[src/rtl/cern_bus_initiator.sv]
// Single-outstanding bus initiator: host cmd -> one-cycle Rd/Wr strobe -> wait for Done or timeout.
// Latency accept->rsp_valid is 2 + wait cycles; cmd_ready low until the response is taken.
module cern_bus_initiator #(
  parameter int TIMEOUT = 255
) (
  input  logic        Clk,
  input  logic        Rst,
  input  logic        cmd_valid,
  output logic        cmd_ready,
  input  logic        cmd_we,
  input  logic [17:0] cmd_addr,
  input  logic [31:0] cmd_data,
  output logic        rsp_valid,
  input  logic        rsp_ready,
  output logic [31:0] rsp_data,
  output logic        rsp_err,
  output logic        rsp_timeout,
  output logic [19:2] VMEAddr,
  output logic [31:0] VMEWrData,
  input  logic [31:0] VMERdData,
  output logic        VMERdMem,
  output logic        VMEWrMem,
  input  logic        VMERdDone,
  input  logic        VMEWrDone,
  input  logic        VMERdError,
  input  logic        VMEWrError,
  output logic        busy_o,
  output logic        stray_o
);

  typedef enum logic [1:0] {IDLE, STROBE, WAIT, RESP} state_t;

  localparam logic [15:0] TO_LAST = 16'(TIMEOUT - 1);

  state_t      state_q, state_d;
  logic        we_q, we_d;
  logic [17:0] addr_q, addr_d;
  logic [31:0] wdata_q, wdata_d;
  logic [15:0] cnt_q, cnt_d;
  logic [31:0] rdata_q, rdata_d;
  logic        err_q, err_d;
  logic        to_q, to_d;
  logic        stray_q, stray_d;

  logic done_match;
  logic done_wrong;
  logic expired;

  assign done_match = we_q ? VMEWrDone : VMERdDone;
  assign done_wrong = we_q ? VMERdDone : VMEWrDone;
  assign expired    = (cnt_q == TO_LAST);

  // State register
  always_ff @(posedge Clk or posedge Rst) begin
    if (Rst) state_q <= IDLE;
    else     state_q <= state_d;
  end

  // Next-state logic
  always_comb begin
    state_d = state_q;
    case (state_q)
      IDLE:    if (cmd_valid) state_d = STROBE;
      STROBE:  state_d = WAIT;
      WAIT:    if (done_match || expired) state_d = RESP;
      RESP:    if (rsp_ready) state_d = IDLE;
      default: state_d = IDLE;
    endcase
  end

  // Output logic
  always_comb begin
    cmd_ready = (state_q == IDLE);
    rsp_valid = (state_q == RESP);
    busy_o    = (state_q != IDLE);
    VMERdMem  = (state_q == STROBE) && !we_q;
    VMEWrMem  = (state_q == STROBE) && we_q;
  end

  // Datapath next-state; a matching Done takes priority over expiry
  always_comb begin
    we_d    = we_q;
    addr_d  = addr_q;
    wdata_d = wdata_q;
    cnt_d   = cnt_q;
    rdata_d = rdata_q;
    err_d   = err_q;
    to_d    = to_q;
    stray_d = stray_q;
    case (state_q)
      IDLE: begin
        if (cmd_valid) begin
          we_d    = cmd_we;
          addr_d  = cmd_addr;
          wdata_d = cmd_data;
        end
      end
      STROBE: cnt_d = 16'd0;
      WAIT: begin
        if (done_match) begin
          rdata_d = we_q ? 32'd0 : VMERdData;
          err_d   = we_q ? VMEWrError : VMERdError;
          to_d    = 1'b0;
        end else if (expired) begin
          rdata_d = 32'd0;
          err_d   = 1'b1;
          to_d    = 1'b1;
        end else begin
          cnt_d = cnt_q + 16'd1;
        end
      end
      default: ;
    endcase
    if (state_q == WAIT) begin
      if (done_wrong) stray_d = 1'b1;
    end else if (VMERdDone || VMEWrDone) begin
      stray_d = 1'b1;
    end
  end

  always_ff @(posedge Clk or posedge Rst) begin
    if (Rst) begin
      we_q    <= 1'b0;
      addr_q  <= 18'd0;
      wdata_q <= 32'd0;
      cnt_q   <= 16'd0;
      rdata_q <= 32'd0;
      err_q   <= 1'b0;
      to_q    <= 1'b0;
      stray_q <= 1'b0;
    end else begin
      we_q    <= we_d;
      addr_q  <= addr_d;
      wdata_q <= wdata_d;
      cnt_q   <= cnt_d;
      rdata_q <= rdata_d;
      err_q   <= err_d;
      to_q    <= to_d;
      stray_q <= stray_d;
    end
  end

  assign VMEAddr     = addr_q;
  assign VMEWrData   = wdata_q;
  assign rsp_data    = rdata_q;
  assign rsp_err     = err_q;
  assign rsp_timeout = to_q;
  assign stray_o     = stray_q;

endmodule

[config.mk]
export PLATFORM = sky130hd
export DESIGN_NAME = cern_bus_initiator
export DESIGN_NICKNAME = d
export VERILOG_FILES = /design/src/rtl/cern_bus_initiator.sv
export SDC_FILE = /design/constraint.sdc
export NUM_CORES = 1
export LEC_CHECK = 0
export CORE_UTILIZATION = 45
export CTS_BUF_LIST = sky130_fd_sc_hd__clkbuf_2 sky130_fd_sc_hd__clkbuf_4 sky130_fd_sc_hd__clkbuf_8
export DETAILED_ROUTE_END_ITERATION = 8
export PLACE_DENSITY = 0.92
export SYNTH_ARGS = -nofsm -noshare
export SYNTH_HDL_FRONTEND = slang
export SYNTH_SLANG_ARGS = --single-unit
export TNS_END_PERCENT = 20
[constraint.sdc]
create_clock -name Clk -period 4.9 [get_ports Clk]
set_input_delay 0.98 -clock Clk [delete_from_list [all_inputs] [get_ports Clk]]
set_output_delay 0.98 -clock Clk [all_outputs]
set_load 0.05 [all_outputs]
# [After elaboration in Yosys (flattened, before gate mapping)]
# Cells that the tools add are included.
[op_classes] div=0 order_cmp=0 eq_ne=10 add_sub_neg=1 multipliers=0 muxes=19 bitwise_logic=0 n_reduce_logical=15 shift=0
[op_table] cell="$mux W32" n=3
[op_table] cell="$mux W16" n=2
[op_table] cell="$pmux W16 S2" n=1
[op_table] cell="$add A16 B1 Y16 const B" n=1
[op_table] cell="$eq A16 B8 Y1 const B" n=1
[op_table] cell="$ne A2 B2 Y1 const B" n=5
[op_table] cell="$mux W1" n=9
[op_table] cell="$pmux W2 S4" n=1
[op_table] cell="$reduce_bool A2 Y1" n=4
[op_table] cell="$mux W2" n=3
[op_table] cell="$reduce_and A2 Y1" n=3
[op_table] cell="$reduce_and A3 Y1" n=2
[op_table] cell="$eq A2 B2 Y1 const B" n=2
[op_table] cell="$eq A2 B1 Y1 const B" n=1
[op_table] cell="$logic_and A1 B1 Y1" n=2
[op_table] cell="$logic_not A2 Y1" n=1
[op_table] cell="$logic_or A1 B1 Y1" n=2
[op_table] cell="$ne A2 B1 Y1 const B" n=1
[op_table] cell="$logic_not A1 Y1" n=1
[word_totals] n_memories=0 ramBits=0 latchBits=0 romBits=0 wordCells=54 regBits=104 output_inout_bits=90 inputBits=91

# [Logic depth before layout (Yosys ltp)]
# Gate-level depths: netlist of the first run.
[logic_depth] depth_word=4 ltp_mapped=7

# [Least setup slack after synthesis of the first run]
# Ideal clock, no wire load.
[synth_timing] path_type="register to output" from="register state_q[0]" to="output busy_o" slack_ns=2.497 required_ns=3.920 arrival_ns=1.423 stages_incl_launch_ff=4 cell_sequence="dfrtp_1 inv_1 ha_1 inv_1"
[synth_via] elab_chain_cells=1
[synth_lines] item="start, declared" line_no="35" rtl="state_t state_q, state_d;"
[synth_lines] item="start signal, assigned" line_no="56" rtl="else state_q <= state_d;"
[synth_lines] item="$reduce_bool A2 Y1" line_no="75" rtl="busy_o = (state_q != IDLE);"
[synth_lines] item="end, declared" line_no="27" rtl="output logic busy_o,"
# No other way between the ends.

# [Final worst setup path of the first run]
[layout_timing] from="register state_q[1]" to="output VMERdMem"
[layout_via] elab_chain_cells=2
[layout_lines] item="$eq A2 B1 Y1" line_no="76" rtl="VMERdMem = (state_q == STROBE) && !we_q;"
[layout_lines] item="$logic_and A1 B1 Y1" line_no="76"
[layout_lines] item="end, declared" line_no="21" rtl="output logic VMERdMem,"
# No other way between the ends.

==> results.yml, run 1 <==
status:
  status: "completed"
synthesis:
  synth_top_area_cell: "dfrtp_1"
  ys_warn_count: 0
  synthTopCellsByArea: "dfrtp_1, mux2_2, nand3_1"
  async_flop_share_pct: 100
  syn_nets: 485
  synth_edf_count: 0
  ys.flop_type: "dfrtp_1"
  ys_ff_latch: 104
  synth.top_cells.by_count: "dfrtp_1, mux2_2, inv_1, nand3_1, o21ai_0"
  syn_inst: 388
  syn_area_mm2: 0.00462
  yosysTopAreaCellShare_pct: 56.3
  synth.most_common_cell: "dfrtp_1"
  synth.avg_cell_area_um2: 11.9
  ys_types: 56
  synth-seq-area-share_pct: 56.3
sta:
  rsz0062_at_grt: "no"
  fin_skew_ps: 5.97
  period_needed_ps: 3140
  whs_ps: 495
  hold_viol: 0
  slew_violations: 0
  tns_ps: 0
  worst_slew_pin_slew_ps: 1160
  max_freq_mhz: 319
  fin_crit_sh_pct: 64.0
  setup_viol: 0
  relSlewSlack_pct: 22.5
die:
  dieArea_mm2: 0.0107
  start_util_pct: 46.9
  pin_count: 181
  row_count: 36
  die_w_um: 103
  core_area_mm2: 0.00986
  fp.dieH_um: 103
cts:
  htree_levels: 3
  post_cts_buffers: 0
  cts_sinks: 104
  clk_latency_ps: 370
  ctsResizeCount: 0
  clk_pin_slew_ps: 90
  cts_tree: "yes"
  clockBufferDepth: 2
  cts_hold_buf: 0
  cts_made_buffers: 9
  cts_root_buf: "clkbuf_8"
worst_hold_path:
  hold-path-cell-count: 1
  worstHoldStart: "stray_o"
  hold_end: "stray_o"
  hp-class: "register to register"
final_layout:
  nNetsFinal: 656
  drive_gt1_share_pct: 16.1
  area_delta_synth_final_pct: 45.2
  n_antenna_cell: 0
placed_design:
  globalplace.congestion: 0.864
  numPortBuffers: 180
  hpwl_um: 8470
grt:
  grt-ovfl-total: 0
  grt_pass1_wl_um: 18600
  grt_max_degree: 87
  grt_usage_pct: 23.1
  grt_pass1_vias: 3741
  antenna_found_initial: 0
setup_path:
  ff2ff_path_depth: 6
  end_kind: "output pin"
  arrival_ps: 2160
  start_kind: "register"
  path_delay_family: "buffers and inverters"
  crit_buf_inv: 2
  crit_type: "register to output pin"
  reg2reg_slack_ps: 2350
  timing.rr.end: "cnt_q[11]"
  path_cells: "inv_1 > ha_1 > and2b_2 > clkdlybuf4s50_1"
  path_max_fanout: 5
  cp_data_required_time_ps: 3920
  crit_path_top_delay_cell: "clkdlybuf4s50_1"
  r2r_start: "state_q[0]"
  slowest_delay_ps: 810
power:
  power.switching_uw: 2310
  p_leak_uw: 0.00283
  power_frac_clock_pct: 12.1
  peakVddDrop_v: 0.000502
  powerDensity_mw_per_mm2: 716
  power_frac_comb_pct: 58.2
  p_sw_share_pct: 48.2
  p_int_uw: 2490
  seqPwrFrac_pct: 29.7
route:
  drcViolationCount: 0
  drt_iter0_drc: 344
  first_pass_iters: 5
  wl_um: 12100
  wire_per_inst_um: 17.4
  vias_per_cell: 5.33
  num_vias: 3717
  drtAntennaViolNets: 0
flow_run:
  drv_cap: 0
==> metal layers <==
metal	vias up	wire (um)	part of all wire (%)	GRT usage [%]
li1	1697	-	-	-
met1	1820	4530	37	26.1
met2	171	6470	53	40.3
met3	29	867	7.1	7.73
met4	0	280	2.3	8.99
met5	-	0	0	0
==> layout make-up <==
type	count	area, um2
clock buffers	13	173
clock inverters	3	46.3
fillers	662	3150
inverters	40	153
multi-input cells	222	1750
flip-flops and latches	104	2600
well taps	133	166
repair buffers	182	1820
==> cells in the final DEF, fill, tap and decap left out, types with 2 or more instances in the layout <==
master	count
nand3_1	40
inv_1	39
ha_1	6
clkbuf_8	12
nand2_1	14
mux2_2	51
nand2_2	3
o21ai_1	6
and3_1	3
a21oi_1	4
nor2b_1	2
buf_4	2
and4_1	2
o21ai_0	27
a31o_2	2
nand4_1	6
or4_1	2
mux2i_1	11
nor3_1	6
nand2b_1	3
clkdlybuf4s50_1	180
and2b_2	2
dfrtp_1	104
o311ai_0	2
==> how the worst max path moves through the flow <==
stage | start | end | slack (ps) | cells after the start
5_1_grt | state_q[0] | cmd_ready | 1700 | 3
6_report | state_q[1] | VMERdMem | 1760 | 4
3_5_place_dp | cmd_valid | VMEWrData[28] | 2050 | 3
3_3_place_gp | cmd_valid | VMEAddr[10] | 2120 | 3
4_1_cts | state_q[1] | VMERdMem | 1770 | 4
2_1_floorplan | Rst | VMEAddr[10] | 1190 | 1
==> flip-flops by register name (all words and copies together) (netlist names) <==
signal       flops
VMEAddr         18
VMEWrData       32
cnt_q           16
rsp_data        32
rsp_err          1
rsp_timeout      1
state_q          2
stray_o          1
we_q             1
==> power by group through the flow <==
stage	logic, uW	clock network, uW	registers (uW)
2_1_floorplan	808	0	2490
3_3_place_gp	2720	0	1410
3_5_place_dp	2790	0	1440
4_1_cts	2810	588	1430
5_1_grt	2920	617	1470
6_report	2800	582	1430
==> worst reg2reg max path, stage by stage, from the launching register on <==
cell and delay (ps):
dfrtp_1 450, inv_1 100, ha_1 660, buf_4 440, nand2_2 210, or4_1 540, nand3_1 90
==> metrics by stage <==
step,std cells,setup WS [ps],power (uW),util [%],area (um2)
final,697,1760,4810,68.0,6710
after global routing,697,1700,5010,68.0,6710
after CTS,697,1770,4820,68.0,6710
after detailed placement,681,2050,4230,65.8,6490
after global placement,681,2120,4130,65.8,6490
after floorplan,388,1190,3300,-,4620
==> cells by family (layout without fill, tap and decap cells) <==
group,after synthesis,after routing,share of synthesized area [%]
simple gates,95,95,12.2
mux,64,64,15.6
compound gates,57,57,8.42
fa+ha+maj,6,6,1.62
buf+inv,62,238,5.79
flops,104,104,56.3
Power figures use the tool's default switching activity.
==> run 2, diff against run 1 <==
Clock period 4.9 ns to 3.2 ns, I/O delays scaled along.
==> run 2 against run 1 <==
Net effect: global-route usage shrank 0.12 points; worst setup slack got worse by 1400 ps; first-iteration DRC count down 18%; clock power up 54%; combinational power is 53% higher; flip-flop and latch count did not move; via count down 0.59%; clock skew rose by 4.8 ps; count of clock-buffer cells in the layout did not move; cell area rose by 0.84%; worst hold slack improved by 3.8 ps; register-to-register slack worse by 1400 ps.
==> results.yml, run 2 (synthesized netlist as in run 1, its figures left out) <==
setup_path:
  reg2reg_slack_ps: 950
  path_cells: "inv_1 > ha_1 > and2_2 > clkdlybuf4s50_1"
  arrival_ps: 2150
  crit_path_top_delay_cell: "clkdlybuf4s50_1"
  start_kind: "register"
  startpoint: "state_q[1]"
  slowest_delay_ps: 800
  crit_path_end: "VMEWrMem"
  end_kind: "output pin"
  timing.rr.end: "rsp_data[21]"
  path_max_fanout: 5
  r2r_start: "cnt_q[0]"
  ff2ff_path_depth: 6
  crit_type: "register to output pin"
  cp_data_required_time_ps: 2560
power:
  peakVddDrop_v: 0.000676
  p_leak_uw: 0.00285
  power_uw: 7390
  powerDensity_mw_per_mm2: 1090
sta:
  hold_viol: 0
  max_freq_mhz: 359
  fin_crit_sh_pct: 87.1
  setup_viol: 0
  relSlewSlack_pct: 51.1
  slew_violations: 0
  rsz0062_at_grt: "no"
  fin_skew_ps: 10.8
  period_needed_ps: 2790
  tns_ps: 0
  worst_slew_pin_slew_ps: 732
  fin_ws_ps: 413
placed_design:
  place_ws_ps: 822
  place_area_mm2: 0.00654
  globalplace.congestion: 0.850
  numPortBuffers: 180
  hpwl_um: 8600
route:
  wire_per_inst_um: 17.1
  drcViolationCount: 0
  wl_um: 12000
  vias_per_cell: 5.28
  drtAntennaViolNets: 0
  first_pass_iters: 5
  drt_iter0_drc: 282
  num_vias: 3695
die:
  core_area_mm2: 0.00986
  start_util_pct: 46.9
  die_w_um: 103
  fp.dieH_um: 103
  row_count: 36
  dieArea_mm2: 0.0107
  pin_count: 181
final_layout:
  multi_input_comb_area_mm2: 0.00175
  register_area_mm2: 0.00260
  n_antenna_cell: 0
  nNetsFinal: 659
  final_area_mm2: 0.00677
  mostFrequentLayoutCells: "clkdlybuf4s50_1, dfrtp_1, mux2_2"
  area_delta_synth_final_pct: 46.4
  drive_gt1_share_pct: 16.6
  final_common_cell: "clkdlybuf4s50_1"
  n_fill_cell: 686
cts:
  clk_latency_ps: 370
  clockBufferDepth: 2
  post_cts_buffers: 0
  cts_root_buf: "clkbuf_8"
  ctsResizeCount: 0
  cts_tree: "yes"
  cts_hold_buf: 0
  htree_levels: 3
  cts_made_buffers: 9
  clk_pin_slew_ps: 100
  cts_sinks: 104
flow_run:
  drv_cap: 0
worst_hold_path:
  worstHoldStart: "stray_o"
  hp-class: "register to register"
grt:
  grt_pass1_vias: 3728
  grt_max_degree: 59
  antenna_found_initial: 0
  grt-ovfl-total: 0
  grt_usage_pct: 22.9
  grt_pass1_wl_um: 18500
status:
  status: "completed"
run 2: cell types whose count changed in the layout (fill, tap and decap cells not counted), sizes merged:
cell and change:
clkinv +2, buf +3, inv -2
run 2: layout make-up:
type / instances / area share [%]
timing repair buffer: 185 / 27.5
clock inverter: 3 / 0.703
clock buffer: 13 / 2.64
multi-input combinational: 222 / 25.9
tap: 133 / 2.46
sequential: 104 / 38.5
inverter: 40 / 2.27
run 2: report_power, final:
part	switching, uW	internal [uW]
sequential	363	1840
combinational	2730	1550
clock	444	451
total	3540	3840
run 2: worst max-delay path: cells and delay by family (launching register included):
family                   cells  cell delay (ps)
buffers and inverters        2              900
adder cells (fa/ha/maj)      1              270
flip-flops                   1              440
AND/OR/NAND/NOR              1              180
run 2: how the worst min path moves through the flow:
stage                     to  slack (ps)  depth (start not counted)
CTS                  stray_o         500                          1
floorplan           cnt_q[7]         480                          1
global placement     stray_o         460                          1
global route         stray_o         520                          1
finish               stray_o         500                          1
detailed placement   stray_o         470                          1
run 2: routing by layer:
metal / track usage [%] / up-vias / routed length, um
li1: - / 1699 / -
met1: 27.1 / 1818 / 4540
met2: 39.3 / 149 / 6310
met3: 6.99 / 29 / 835
met4: 8.99 / 0 / 293
met5: 0 / - / 0
run 2: stage by stage:
step                      util [%]  instances  hold slack, ps
after detailed placement      66.3        684             471
after CTS                     68.6        700             503
final                         68.6        700             499
after floorplan                  -        388             477
after global routing          68.6        700             522
after global placement        66.3        684             455
==> run 3, diff against run 2 <==
Settings changed: PLACE_DENSITY 0.92 to 0.83.
==> run 3 against run 2 <==
Net effect: cell area down 0.46%; largest cell class unchanged; maximum frequency up 0.91%; sequential power down 2%; clock skew down 0.99 ps; worst hold slack worse by 2.8 ps; final cell count unchanged; global-route usage down 1.1 points; die area unchanged.
==> results.yml, run 3 (synthesized netlist as in run 1, its figures left out) <==
cts:
  ctsResizeCount: 0
  htree_levels: 3
  clockBufferDepth: 2
  cts_hold_buf: 0
  cts_sinks: 104
  cts_tree: "yes"
  clk_latency_ps: 370
  cts_made_buffers: 9
  cts_root_buf: "clkbuf_8"
  clk_pin_slew_ps: 100
  post_cts_buffers: 0
power:
  powerDensity_mw_per_mm2: 1070
  power_frac_comb_pct: 59.2
  power.switching_uw: 3530
  power_frac_clock_pct: 10.7
  p_int_uw: 3680
  peakVddDrop_v: 0.000737
  seqPwrFrac_pct: 30.1
  p_sw_share_pct: 49.0
  p_leak_uw: 0.00283
sta:
  fin_ws_ps: 438
  tns_ps: 0
  max_freq_mhz: 362
  period_needed_ps: 2760
  worst_slew_pin_slew_ps: 778
  whs_ps: 496
  slew_violations: 0
  fin_skew_ps: 9.78
  rsz0062_at_grt: "no"
  relSlewSlack_pct: 48.0
  fin_crit_sh_pct: 86.3
  hold_viol: 0
  setup_viol: 0
die:
  pin_count: 181
  fp.dieH_um: 103
  dieArea_mm2: 0.0107
  die_w_um: 103
  core_area_mm2: 0.00986
  row_count: 36
  start_util_pct: 46.9
setup_path:
  path_max_fanout: 5
  path_cells: "inv_1 > ha_1 > and2b_2 > clkdlybuf4s50_1"
  end_kind: "output pin"
  crit_path_top_delay_cell: "clkdlybuf4s50_1"
  slowest_delay_ps: 790
  crit_type: "register to output pin"
  start_kind: "register"
  cp_data_required_time_ps: 2560
  arrival_ps: 2120
grt:
  grt_pass1_vias: 3641
  antenna_found_initial: 0
  grt_max_degree: 42
  grt-ovfl-total: 0
  grt_usage_pct: 21.9
  grt_pass1_wl_um: 17900
placed_design:
  place_ws_ps: 774
  globalplace.congestion: 0.835
  hpwl_um: 8420
  numPortBuffers: 180
final_layout:
  area_delta_synth_final_pct: 45.7
  nNetsFinal: 659
  register_area_mm2: 0.00260
  n_antenna_cell: 0
  drive_gt1_share_pct: 16.6
  mostFrequentLayoutCells: "clkdlybuf4s50_1, dfrtp_1, mux2_2"
  final_common_cell: "clkdlybuf4s50_1"
  n_fill_cell: 706
  multi_input_comb_area_mm2: 0.00175
route:
  vias_per_cell: 5.13
  first_pass_iters: 4
  num_vias: 3591
  wire_per_inst_um: 16.5
  wl_um: 11500
  drcViolationCount: 0
  drt_iter0_drc: 194
  drtAntennaViolNets: 0
status:
  status: "completed"
worst_hold_path:
  hp-class: "register to register"
flow_run:
  drv_cap: 0
[run 3: final timing paths]
check                           start       endpoint  slack, ps  cells after the start
max                        state_q[1]       VMERdMem        440                      4
min                           stray_o        stray_o        500                      1
max reg2reg                  cnt_q[0]    rsp_data[1]        940                      6
max in group asynchronous         Rst       cnt_q[6]       1840                      3
min in group asynchronous         Rst  VMEWrData[27]        720                      2
min reg2reg                   stray_o        stray_o        500                      1
[run 3: layout make-up]
cell class,count,area share [%]
Timing Repair Buffer,185,27.9
Clock buffer,9,1.84
Tap cell,133,2.47
Sequential cell,104,38.6
Clock inverter,7,0.873
Multi-Input combinational cell,222,26.0
Inverter,40,2.28
[run 3: power by group through the flow]
stage	combinational, uW	sequential (uW)	clock (uW)
detailed placement	4280	2200	0
global route	4470	2250	825
floorplan	1240	3810	0
global placement	4210	2170	0
finish	4270	2170	769
CTS	4300	2170	773
[run 3: worst max-delay path, delay by kind of cell, from the launching register on]
kind	cells	cell delay [ps]
buffers and inverters	2	900
and+or+nand+nor	1	170
adders and majority gates	1	270
DFF	1	430
[run 3: metrics by stage]
step	utilization [%]	instances	total power [uW]	cell area, um2
4_1_cts	68.3	700	7240	6740
3_5_place_dp	66.4	684	6470	6550
3_3_place_gp	66.4	684	6380	6550
2_1_floorplan	-	388	5050	4630
5_1_grt	68.3	700	7550	6740
6_report	68.3	700	7210	6740
[run 3: routing by layer]
metal | part of all wire, % | global-route usage [%] | wire (um) | vias up
li1 | - | - | - | 1698
met1 | 41 | 28.0 | 4700 | 1744
met2 | 51 | 35.4 | 5830 | 128
met3 | 6.2 | 5.31 | 715 | 21
met5 | 0 | 0 | 0 | -
met4 | 2.5 | 9.64 | 284 | 0
